===== src/rtl/trap_ctrl.sv =====
// trap_ctrl: exception controller for SYSCALL/BREAK/ERET.
// On a trap it records EPC/Cause/EXL, flushes younger stages for one cycle,
// then redirects fetch to the handler. ERET flushes and returns to EPC.
// CP0 Status/Cause/EPC and the trap counter are readable combinationally.
module trap_ctrl #(
   parameter logic [31:0] HANDLER_BASE = 32'h0000_0180,
   parameter bit          EPC_PLUS4    = 1'b1,
   parameter int          CNT_W        = 16
) (
   input  logic             clk,
   input  logic             rst_n,
   input  logic             ex_valid,
   input  logic             stall,
   input  logic             is_syscall,
   input  logic             is_break,
   input  logic [5:0]       trap_type,
   input  logic             is_eret,
   input  logic [31:0]      ex_pc,
   output logic             flush,
   output logic             redirect_valid,
   input  logic             redirect_ready,
   output logic [31:0]      redirect_pc,
   output logic             exl,
   input  logic [4:0]       cp0_raddr,
   output logic [31:0]      cp0_rdata,
   output logic [CNT_W-1:0] trap_count,
   output logic             type_mismatch
);

   typedef enum logic [2:0] {
      IDLE      = 3'd0,
      FLUSH     = 3'd1,
      VECTOR    = 3'd2,
      HANDLER   = 3'd3,
      FLUSH_RET = 3'd4,
      RETURN    = 3'd5
   } state_t;

   localparam logic [4:0]       EXC_SYS  = 5'd8;
   localparam logic [4:0]       EXC_BRK  = 5'd9;
   localparam logic [CNT_W-1:0] CNT_MAX  = {CNT_W{1'b1}};
   localparam logic [31:0]      EPC_OFFS = EPC_PLUS4 ? 32'd4 : 32'd0;

   state_t           state_q, state_d;
   logic [31:0]      epc_q, epc_d;
   logic [4:0]       code_q, code_d;
   logic             exl_q, exl_d;
   logic [CNT_W-1:0] cnt_q, cnt_d;
   logic             mm_q, mm_d;

   logic             sample;
   logic             sample_st;
   logic             trap_acc;
   logic [4:0]       exc;

   // Decode sampling and trap acceptance; only IDLE and HANDLER look at the inputs
   always_comb begin
      sample    = ex_valid & ~stall;
      sample_st = (state_q == IDLE) || (state_q == HANDLER);
      trap_acc  = sample & sample_st & (is_syscall | is_break);
      exc       = is_syscall ? EXC_SYS : EXC_BRK;
   end

   // Next-state and architectural register update logic
   always_comb begin
      state_d = state_q;
      epc_d   = epc_q;
      code_d  = code_q;
      exl_d   = exl_q;
      cnt_d   = cnt_q;
      mm_d    = mm_q;

      unique case (state_q)
         IDLE: begin
            if (trap_acc) state_d = FLUSH;
         end
         FLUSH: begin
            state_d = VECTOR;
         end
         VECTOR: begin
            if (redirect_ready) state_d = HANDLER;
         end
         HANDLER: begin
            // trap flags take priority over a simultaneous ERET
            if (trap_acc) state_d = FLUSH;
            else if (sample && is_eret) state_d = FLUSH_RET;
         end
         FLUSH_RET: begin
            exl_d   = 1'b0;
            state_d = RETURN;
         end
         RETURN: begin
            if (redirect_ready) state_d = IDLE;
         end
         default: begin
            state_d = IDLE;
         end
      endcase

      if (trap_acc) begin
         code_d = exc;
         // a nested trap keeps the original return address
         if (!exl_q) epc_d = ex_pc + EPC_OFFS;
         exl_d = 1'b1;
         if (cnt_q != CNT_MAX) cnt_d = cnt_q + {{(CNT_W-1){1'b0}}, 1'b1};
         if (trap_type != {1'b0, exc}) mm_d = 1'b1;
      end
   end

   // State and CP0 register storage with asynchronous reset
   always_ff @(posedge clk or negedge rst_n) begin
      if (!rst_n) begin
         state_q <= IDLE;
         epc_q   <= '0;
         code_q  <= '0;
         exl_q   <= 1'b0;
         cnt_q   <= '0;
         mm_q    <= 1'b0;
      end else begin
         state_q <= state_d;
         epc_q   <= epc_d;
         code_q  <= code_d;
         exl_q   <= exl_d;
         cnt_q   <= cnt_d;
         mm_q    <= mm_d;
      end
   end

   // Outputs decoded from state; EPC cannot change while RETURN is presenting it
   always_comb begin
      flush          = (state_q == FLUSH) || (state_q == FLUSH_RET);
      redirect_valid = (state_q == VECTOR) || (state_q == RETURN);
      redirect_pc    = '0;
      if (state_q == VECTOR) redirect_pc = HANDLER_BASE;
      else if (state_q == RETURN) redirect_pc = epc_q;
      exl            = exl_q;
      trap_count     = cnt_q;
      type_mismatch  = mm_q;
   end

   // CP0 read port for MFC0
   always_comb begin
      cp0_rdata = '0;
      case (cp0_raddr)
         5'd12:   cp0_rdata = {30'b0, exl_q, 1'b0};
         5'd13:   cp0_rdata = {25'b0, code_q, 2'b0};
         5'd14:   cp0_rdata = epc_q;
         5'd22:   cp0_rdata = 32'(cnt_q);
         default: cp0_rdata = '0;
      endcase
   end

endmodule


===== config.mk =====
export PLATFORM = sky130hd
export DESIGN_NAME = trap_ctrl
export DESIGN_NICKNAME = d
export VERILOG_FILES = /design/src/rtl/trap_ctrl.sv
export SDC_FILE = /design/constraint.sdc
export NUM_CORES = 1
export LEC_CHECK = 0
export ABC_AREA = 1
export CAP_MARGIN = 40
export CORE_MARGIN = 2
export CORE_UTILIZATION = 30
export DETAILED_ROUTE_END_ITERATION = 8
export PLACE_DENSITY_LB_ADDON = 0.25
export SLEW_MARGIN = 20
export SYNTH_ARGS = -nofsm -noshare
export SYNTH_HDL_FRONTEND = slang
export SYNTH_SLANG_ARGS = --single-unit

===== constraint.sdc =====
create_clock -name clk -period 1.96 [get_ports clk]
set_input_delay 0.392 -clock clk [delete_from_list [all_inputs] [get_ports clk]]
set_output_delay 0.392 -clock clk [all_outputs]
set_load 0.02 [all_outputs]

==> results.tsv, run 1 <==
stage	metric	value	unit
power_and_ir_drop	p_int	2900	uW
global_routing	grt_pass1_wl	22400	um
cts	clk-insertion-delay-late	310	ps
power_and_ir_drop	seq_power_share	35.9	%
logic_synthesis	yosys_warnings	0	
sta	hold_viol	0	
setup_path	crit_path_max_fanout	9	
setup_path	critPathArrivalTime	1510	ps
logic_synthesis	synth_top_area_share	34.8	%
setup_path	rrSetupSlack	210	ps
placement	dp.cells	962	
logic_synthesis	synth_edf_count	0	
floorplanning	die_w	119	um
sta	min_period_over_period	97.2	%
cells_and_area	final_common_cell	nand2_1	
logic_synthesis	synth_area	3960	um^2
power_and_ir_drop	power_switching	2070	uW
global_routing	track_usage	19.5	%
placement	place_hpwl	10800	um
routing	vias	4498	
setup_path	crit_path_end_kind	primary output	
global_routing	grt_pass1_vias	4397	
routing	route.detailed.drc	0	
cts	clockRootBuffer	clkbuf_16	
logic_synthesis	ys_seq_area_share	34.8	%
placement	place_area	5860	um^2
cts	ctsHtreeMaxLevel	2	
sta	whs	64.3	ps
cts	clockBufferDepth	2	
global_routing	gr-usage-met2	33.2	%
sta	period_needed	1900	ps
min_path	hp-class	in -> async	
power_and_ir_drop	clkPwrFrac	19.2	%
floorplanning	start_util	31.1	%
logic_synthesis	yosysTopAreaCell	dfrtp_1	
placement	place_congestion	0.934	
logic_synthesis	yosysUniqueCellTypes	31	
routing	routedWlPerCell	14.0	um
logic_synthesis	synth_area_leaders	dfrtp_1 (35%), nand2_1 (22%), nor2_1 (10%), inv_1 (6.5%), xor2_1 (3.8%)	
logic_synthesis	syn_nets	672	
status	status	complete, no violations	
cells_and_area	nets	854	
floorplanning	dieArea	14100	um^2
cells_and_area	final_cells	974	
logic_synthesis	async_flop_share	100	%
power_and_ir_drop	p_comb_share	44.8	%
global_routing	grt-busiest-layer	met2	
setup_path	r2r_cells	9	
global_routing	grtUsageMet3	2.97	%
sta	slew_headroom	64.9	%
cells_and_area	fin_area	5930	um^2
floorplanning	die_height	119	um
power_and_ir_drop	switching_share	41.7	%
global_routing	antenna_found_initial	0	
sta	fmax	0.525	GHz
setup_path	r2r_start	state_q[2]$_DFFE_PN0P_	
routing	ant_nets	0	
cts	clock-sinks	55	
logic_synthesis	synth.avg_cell_area	6.39	um^2
cells_and_area	diodes	0	
cells_and_area	layout.cells.most_common_list	nand2_1 (229), nor2_1 (108), inv_1 (67)	
floorplanning	core_area	12700	um^2
routing	vias_per_cell	4.62	
placement	portBuffers	134	
global_routing	met1_usage	26.2	%
setup_path	critical_path_class	reg -> out	
sta	rsz0062_at_grt	yes	
routing	totalWireLength	13700	um
cts	cts_tree	yes	
sta	finalClockSkew	8.55	ps
cts	cts_buffers	5	
power_and_ir_drop	power_per_cell_area	839	nW/um^2
logic_synthesis	synth_ff_type	dfrtp_1	
cells_and_area	synthToLayoutAreaGrowth	49.8	%
global_routing	grt_max_degree	56	
cells_and_area	layout-drive-gt1-share	19.7	%
setup_path	critPathLaunchType	flip-flop	
logic_synthesis	synthCells	619	
setup_path	worstPathRequired	1570	ps
setup_path	rr_endpoint	epc_q[13]$_DFFE_PN0P_	
sta	setup_violations	0	
logic_synthesis	ys_ff_latch	55	
sta	slew_violations	0	
global_routing	grt_overflow	0	
cts	cts.clk_slew.worst_paths	80	ps
power_and_ir_drop	p_leak	0.00281	uW
power_and_ir_drop	vdd_drop_max	0.386	mV
floorplanning	num_io_pins	135	
routing	drtPass1Iterations	4	
job	maxCapViolCount	0	
routing	drtIter0Drc	277	
floorplanning	fp-row-count	41	
sta	tightestPinTransition	522	ps
power_and_ir_drop	p_total	4970	uW
==> worst max-delay path, cell delays in order (launching register included) <==
cell           delay (ps)
dfrtp_1               390
inv_1                 110
nand3_4               120
buf_4                 190
nor2_1                 70
dlygate4sd2_1         340
==> logic make-up (layout without fill, tap and decap cells) <==
family                     count (synthesis)  count (layout)  synth area share [%]
DFF                                       55              55                  34.8
AOI/OAI and AO/OA                         49              49                  7.24
and+or+nand+nor                          399             399                  42.1
adders and majority gates                  2               2                 0.632
buffers and inverters                     89             272                  9.71
xor gates and xnor gates                  25              25                  5.53
==> sequential cells by signal, summed over array words and instances (netlist names) <==
name	cells
code_q	2
epc_q	32
exl	1
state_q	3
trap_count	16
type_mismatch	1
==> power groups by stage <==
stage | Clock, uW | Combinational (uW) | Sequential (uW)
after floorplan | 0 | 1220 | 1820
after global placement | 0 | 2260 | 1780
after detailed placement | 0 | 2290 | 1790
after CTS | 967 | 2260 | 1780
after global routing | 1020 | 2480 | 1840
final | 957 | 2230 | 1790
==> through the flow <==
step / TNS, ps / util, % / worst slack, ps
2_1_floorplan: 0 / - / 252
3_3_place_gp: -18720 / 46.1 / -600
3_5_place_dp: -21590 / 46.1 / -655
4_1_cts: 0 / 47.9 / 0.426
5_1_grt: -28.5 / 46.6 / -8.86
6_report: 0 / 46.6 / 55.5
==> synthesized netlist by cell type, types with 2 or more instances <==
| library cell | number |
|---|---|
| a21oi_1 | 3 |
| buf_4 | 5 |
| buf_6 | 4 |
| clkbuf_1 | 7 |
| dfrtp_1 | 55 |
| ha_1 | 2 |
| inv_1 | 68 |
| inv_2 | 4 |
| nand2_1 | 230 |
| nand2_2 | 2 |
| nand3_1 | 19 |
| nand3_2 | 2 |
| nand3b_1 | 11 |
| nand4_1 | 7 |
| nor2_1 | 109 |
| nor2_2 | 3 |
| nor2_4 | 3 |
| nor3_1 | 9 |
| o21ai_0 | 16 |
| o21ai_1 | 8 |
| o21bai_1 | 5 |
| o221ai_1 | 3 |
| o22ai_1 | 13 |
| xnor2_1 | 8 |
| xor2_1 | 17 |
==> final cells by class <==
cell class                      count  area, um^2
Clock buffer                        5         125
Clock inverter                      3        27.5
Fill cell                        1381        6800
Inverter                           72         270
Multi-Input combinational cell    475        2280
Sequential cell                    55        1380
Tap cell                          172         215
Timing Repair Buffer              192        1630
==> worst max path at each step <==
stage / from / to / slack [ps] / cells after the start
3_5_place_dp: cp0_raddr[1] / cp0_rdata[8] / -650 / 7
4_1_cts: state_q[1]$_DFFE_PN0P_ / redirect_pc[12] / 0.4 / 5
2_1_floorplan: trap_count[0]$_DFFE_PN0P_ / trap_count[3]$_DFFE_PN0P_ / 250 / 11
6_report: state_q[1]$_DFFE_PN0P_ / redirect_pc[6] / 60 / 5
3_3_place_gp: cp0_raddr[1] / cp0_rdata[5] / -600 / 7
5_1_grt: state_q[1]$_DFFE_PN0P_ / redirect_pc[6] / -9 / 5
==> routing by layer <==
metal | vias to the layer above | wire (um)
met5 | - | 0
met3 | 15 | 712
met1 | 2092 | 6340
li1 | 2278 | -
met4 | 0 | 186
met2 | 113 | 6410
==> repair_timing <==
item	in CTS	in global routing
pin swaps	2	1
gates cloned	2	0
setup buffers	2	0
hold buffers	0	0
gates resized for setup	180	76
setup endpoints to repair	66	66
Note: power is estimated with default switching activity, not from simulation.
==> inputs of run 2 (changes only) <==
==> constraint.sdc (replaced) <==
create_clock -name clk -period 2.25 [get_ports clk]
set_input_delay 0.45 -clock clk [delete_from_list [all_inputs] [get_ports clk]]
set_output_delay 0.45 -clock clk [all_outputs]
set_load 0.02 [all_outputs]
==> run 2 against run 1 <==
Against the previous run: non-clock buffer count shrank 36; clock-buffer cell count grew 1; register-to-register slack gained 170 ps; sequential power shrank 12%; combinational power shrank 21%; first-iteration DRC count shrank 6.9%; die area is the same; setup slack gained 29 ps; clock skew grew 2.2 ps; critical endpoint is now cp0_rdata[1]; clock power shrank 5.6%; core utilization shrank 1.9 points.
==> results.tsv, run 2 (synthesized netlist as in run 1, its figures left out) <==
stage	metric	value	unit
floorplanning	start_util	31.1	%
setup_path	crit_chain	clkdlybuf4s15_1 > nor2_4 > nand4_1 > buf_6 > buf_16 > buf_8 > buf_12 > o221ai_2 > buf_4	
sta	finalWorstSetupSlack	84.6	ps
sta	finalClockSkew	10.8	ps
setup_path	cp_slowest_cell	clkdlybuf4s15_1	
min_path	hp-class	in -> async	
floorplanning	dieArea	14100	um^2
setup_path	critical_path_class	in -> out	
placement	place_congestion	0.919	
cts	ctsHtreeMaxLevel	2	
routing	vias	4342	
global_routing	grt_max_degree	30	
global_routing	grt_overflow	0	
power_and_ir_drop	p_leak	0.00279	uW
placement	place_area	5560	um^2
cts	cts_hold_buf	0	
setup_path	worstPathRequired	1800	ps
cts	cts.clk_slew.worst_paths	80	ps
routing	vias_per_cell	4.63	
cells_and_area	fin_area	5680	um^2
job	maxCapViolCount	0	
sta	slew_violations	0	
cts	clockBufferDepth	2	
routing	drtIter0Drc	258	
cells_and_area	largest_reg_flops	32	
floorplanning	die_height	119	um
routing	totalWireLength	13200	um
placement	place_hpwl	10600	um
cells_and_area	nets	818	
setup_path	rrSetupSlack	380	ps
cts	cts_tree	yes	
routing	drtPass1Iterations	5	
routing	ant_nets	0	
setup_path	crit_path_end_kind	primary output	
sta	setup_violations	0	
cells_and_area	layout-drive-gt1-share	8.75	%
floorplanning	die_w	119	um
status	status	complete, no violations	
power_and_ir_drop	vdd_drop_max	0.454	mV
cells_and_area	utilization	44.7	%
global_routing	track_usage	19.6	%
setup_path	cp_slowest_stage_delay	220	ps
cells_and_area	synthToLayoutAreaGrowth	43.7	%
cells_and_area	regMostFlops	epc_q	
cts	clk-insertion-delay-late	310	ps
sta	period_needed	2170	ps
setup_path	crit_path_max_fanout	8	
routing	routedWlPerCell	14.0	um
cts	clockRootBuffer	clkbuf_16	
power_and_ir_drop	power_per_cell_area	747	nW/um^2
floorplanning	fp-row-count	41	
floorplanning	core_area	12700	um^2
placement	dp_slack	-485	ps
global_routing	grt_pass1_wl	22000	um
sta	fmax	0.462	GHz
sta	tightestPinTransition	633	ps
cells_and_area	diodes	0	
sta	fin_tns_setup	0	ps
sta	hold_viol	0	
sta	rsz0062_at_grt	no	
routing	route.detailed.drc	0	
cells_and_area	final_common_cell	nand2_1	
cells_and_area	layout.cells.most_common_list	nand2_1 (230), nor2_1 (108), inv_1 (66)	
global_routing	antenna_found_initial	0	
cts	clock-sinks	55	
floorplanning	num_io_pins	135	
cells_and_area	fillCellCount	1365	
global_routing	grt_pass1_vias	4256	
sta	min_period_over_period	96.2	%
sta	slew_headroom	57.8	%
cts	cts_buffers	5	
setup_path	critPathArrivalTime	1720	ps
setup_path	critPathLaunchType	input port	
placement	portBuffers	134	
run 2: what timing repair did:
item / 4_1_cts / 5_1_grt
pin swaps: 2 / 2
gates cloned: 1 / 0
resized for setup: 91 / 37
hold endpoints to repair: 0 / 0
setup endpoints to repair: 65 / 31
buffers inserted: 4 / 0
run 2: final cells by class:
cell class	instances	area, um^2	share of cell area, %
clock inverters	2	38.8	0.682
inverters	72	270	4.75
repair buffers	156	1450	25.4
clock buffers	6	129	2.27
well taps	172	215	3.79
flip-flops and latches	55	1380	24.2
multi-input cells	475	2210	38.9
run 2: worst max-delay path: cells and delay by family:
| family | cells | cell delay [ps] |
|---|---|---|
| simple gates | 2 | 210 |
| buf+inv | 6 | 930 |
| compound gates | 1 | 110 |
run 2: path summary, 6_finish.rpt:
check / start / end / cells after the start
setup / recovery: cp0_raddr[0] / cp0_rdata[1] / 9
hold reg to reg: type_mismatch$_DFFE_PN0P_ / type_mismatch$_DFFE_PN0P_ / 1
max in group asynchronous: rst_n / epc_q[27]$_DFFE_PN0P_ / 2
min in group clk: type_mismatch$_DFFE_PN0P_ / type_mismatch$_DFFE_PN0P_ / 1
hold / removal: rst_n / trap_count[5]$_DFFE_PN0P_ / 1
setup reg to reg: trap_count[0]$_DFFE_PN0P_ / trap_count[11]$_DFFE_PN0P_ / 10
run 2: routing by layer:
layer | track usage (%) | share of wire [%]
met4 | 6.10 | 1.7
met2 | 31.8 | 47
met5 | 0 | 0
met1 | 26.4 | 45
met3 | 3.59 | 6.1
run 2: per-stage QoR:
step / total power (uW) / instances / hold WS [ps]
global route: 4580 / 938 / 218
detailed placement: 3430 / 925 / 466
global placement: 3410 / 925 / 462
floorplan: 2650 / 619 / 154
finish: 4240 / 938 / 153
CTS: 4300 / 938 / 171
run 2: where the power goes:
part           internal (uW)  switching [uW]  leakage, uW
clock network            531             373    0.0000815
registers               1350             220     0.000695
logic                    663            1110      0.00201
total                   2540            1700      0.00279
==> inputs of run 3 (changes only) <==
--- a/config.mk
+++ b/config.mk
@@ -10,6 +10,7 @@
 export CORE_MARGIN = 2
 export CORE_UTILIZATION = 30
 export DETAILED_ROUTE_END_ITERATION = 8
+export GPL_TIMING_DRIVEN = 0
 export PLACE_DENSITY_LB_ADDON = 0.25
 export SLEW_MARGIN = 20
 export SYNTH_ARGS = -nofsm -noshare
==> run 3 against run 2 <==
Against the previous run: final cell count fell by 0.11%; flip-flop and latch count did not move; non-clock buffer count fell by 1; critical path type unchanged.
==> results.tsv, run 3 (synthesized netlist as in run 1, its figures left out) <==
stage	metric	value	unit
status	status	complete, no violations	
cells_and_area	final_cells	937	
cells_and_area	seq_area	1380	um^2
cts	clk-insertion-delay-late	300	ps
setup_path	worstPathRequired	1800	ps
cts	clock-sinks	55	
floorplanning	fp-row-count	41	
cells_and_area	diodes	0	
sta	slew_headroom	51.9	%
cells_and_area	multiInputGateArea	2300	um^2
floorplanning	core_area	12700	um^2
routing	route.detailed.drc	0	
setup_path	crit_path_max_fanout	10	
power_and_ir_drop	p_leak	0.00271	uW
cells_and_area	regMostFlops	epc_q	
global_routing	antenna_found_initial	0	
power_and_ir_drop	power_per_cell_area	749	nW/um^2
routing	totalWireLength	13300	um
placement	portBuffers	134	
setup_path	critPathArrivalTime	1800	ps
global_routing	grt_max_degree	56	
cells_and_area	final_common_cell	nand2_1	
min_path	hp-class	in -> async	
floorplanning	die_w	119	um
sta	whs	193	ps
routing	drtPass1Iterations	4	
cts	cts_tree	yes	
job	maxCapViolCount	0	
cells_and_area	fillCellCount	1400	
setup_path	crit_path_end_kind	primary output	
sta	finalClockSkew	5.43	ps
cells_and_area	layout.cells.most_common_list	nand2_1 (230), nor2_1 (106), inv_1 (66)	
cts	clockBufferDepth	2	
floorplanning	start_util	31.1	%
power_and_ir_drop	p_total	4310	uW
routing	vias	4385	
global_routing	grt_pass1_vias	4300	
global_routing	track_usage	18.8	%
sta	finalWorstSetupSlack	1.89	ps
cells_and_area	nets	817	
floorplanning	die_height	119	um
routing	routedWlPerCell	14.2	um
routing	vias_per_cell	4.68	
cells_and_area	layout-drive-gt1-share	13.1	%
sta	hold_viol	0	
cells_and_area	largest_reg_flops	32	
cells_and_area	synthToLayoutAreaGrowth	45.4	%
sta	min_period_over_period	99.9	%
placement	dp_slack	-870	ps
power_and_ir_drop	vdd_drop_max	0.331	mV
placement	place_congestion	0.945	
global_routing	grt_pass1_wl	21200	um
cts	cts_buffers	5	
global_routing	grt_overflow	0	
cts	ctsHtreeMaxLevel	2	
setup_path	critPathLaunchType	input port	
sta	setup_violations	0	
placement	place_hpwl	11000	um
setup_path	critical_path_class	in -> out	
sta	slew_violations	0	
sta	fmax	0.445	GHz
routing	ant_nets	0	
cts	clockRootBuffer	clkbuf_16	
cts	cts.clk_slew.worst_paths	70	ps
placement	dp.cells	925	
sta	tightestPinTransition	722	ps
floorplanning	dieArea	14100	um^2
sta	period_needed	2250	ps
sta	rsz0062_at_grt	yes	
routing	drtIter0Drc	218	
floorplanning	num_io_pins	135	
==> run 3: cell count changes in the layout (fill, tap and decap cells not counted), moves of 3 or more <==
cell / change
buf_12: -4
clkdlybuf4s15_2: +7
o22ai_1: -8
dlygate4sd2_1: -26
buf_4: +6
buf_6: +6
clkbuf_2: -10
clkdlybuf4s15_1: +3
o22ai_2: +7
clkbuf_4: +3
buf_2: +11
==> run 3: final cells by class <==
type / instances / share of cell area (%)
Multi-Input combinational cell: 475 / 39.9
Clock inverter: 3 / 0.805
Inverter: 72 / 4.70
Tap cell: 172 / 3.74
Buffer: 17 / 2.94
Sequential cell: 55 / 23.9
Clock buffer: 5 / 2.18
Timing Repair Buffer: 138 / 21.8
==> run 3: metal layers <==
metal  track usage (%)  vias to the layer above  routed length [um]  share of wire [%]
li1                  -                     2212                   -                  -
met1              24.1                     2034                5930                 45
met2              32.2                      117                6500                 49
met3              2.63                       22                 551                4.1
met4              6.77                        0                 308                2.3
met5                 0                        -                   0                  0
==> run 3: final timing paths <==
| kind | from | endpoint | slack, ps | cells past startpoint |
|---|---|---|---|---|
| min | rst_n | trap_count[0]$_DFFE_PN0P_ | 190 | 1 |
| min reg2reg | code_q[3]$_DFFE_PN0P_ | code_q[3]$_DFFE_PN0P_ | 480 | 1 |
| max in group asynchronous | rst_n | epc_q[27]$_DFFE_PN0P_ | 1570 | 1 |
| max | cp0_raddr[4] | cp0_rdata[12] | 2 | 7 |
| max reg2reg | trap_count[0]$_DFFE_PN0P_ | trap_count[4]$_DFFE_PN0P_ | 410 | 11 |
| min in group clk | code_q[3]$_DFFE_PN0P_ | code_q[3]$_DFFE_PN0P_ | 480 | 1 |
==> run 3: repair_timing <==
action | in CTS | in global routing
endpoints found under the setup margin | 65 | 55
resized for setup | 215 | 28
hold buffers | 0 | 0
cloned | 0 | 0
pin swaps | 3 | 1
setup buffers | 3 | 1
==> run 3: worst max-delay path, cell delays in order <==
cell and delay [ps]:
clkdlybuf4s50_1 490, inv_2 60, nor2_2 120, nand3_4 130, buf_8 170, o22ai_1 190
buf_4 180
==> run 3: power breakdown <==
part / total [uW] / internal (uW) / switching (uW)
registers: 1580 / 1350 / 232
logic: 1800 / 681 / 1120
clock network: 921 / 530 / 391
==> run 3: per-stage QoR <==
step	TNS, ps	util, %	instance area [um^2]
after floorplan	0	-	3960
after global placement	-82540	43.3	5510
after detailed placement	-27930	43.3	5510
after CTS	-28.4	45.1	5740
after global routing	-84.1	45.2	5750
final	0	45.2	5750
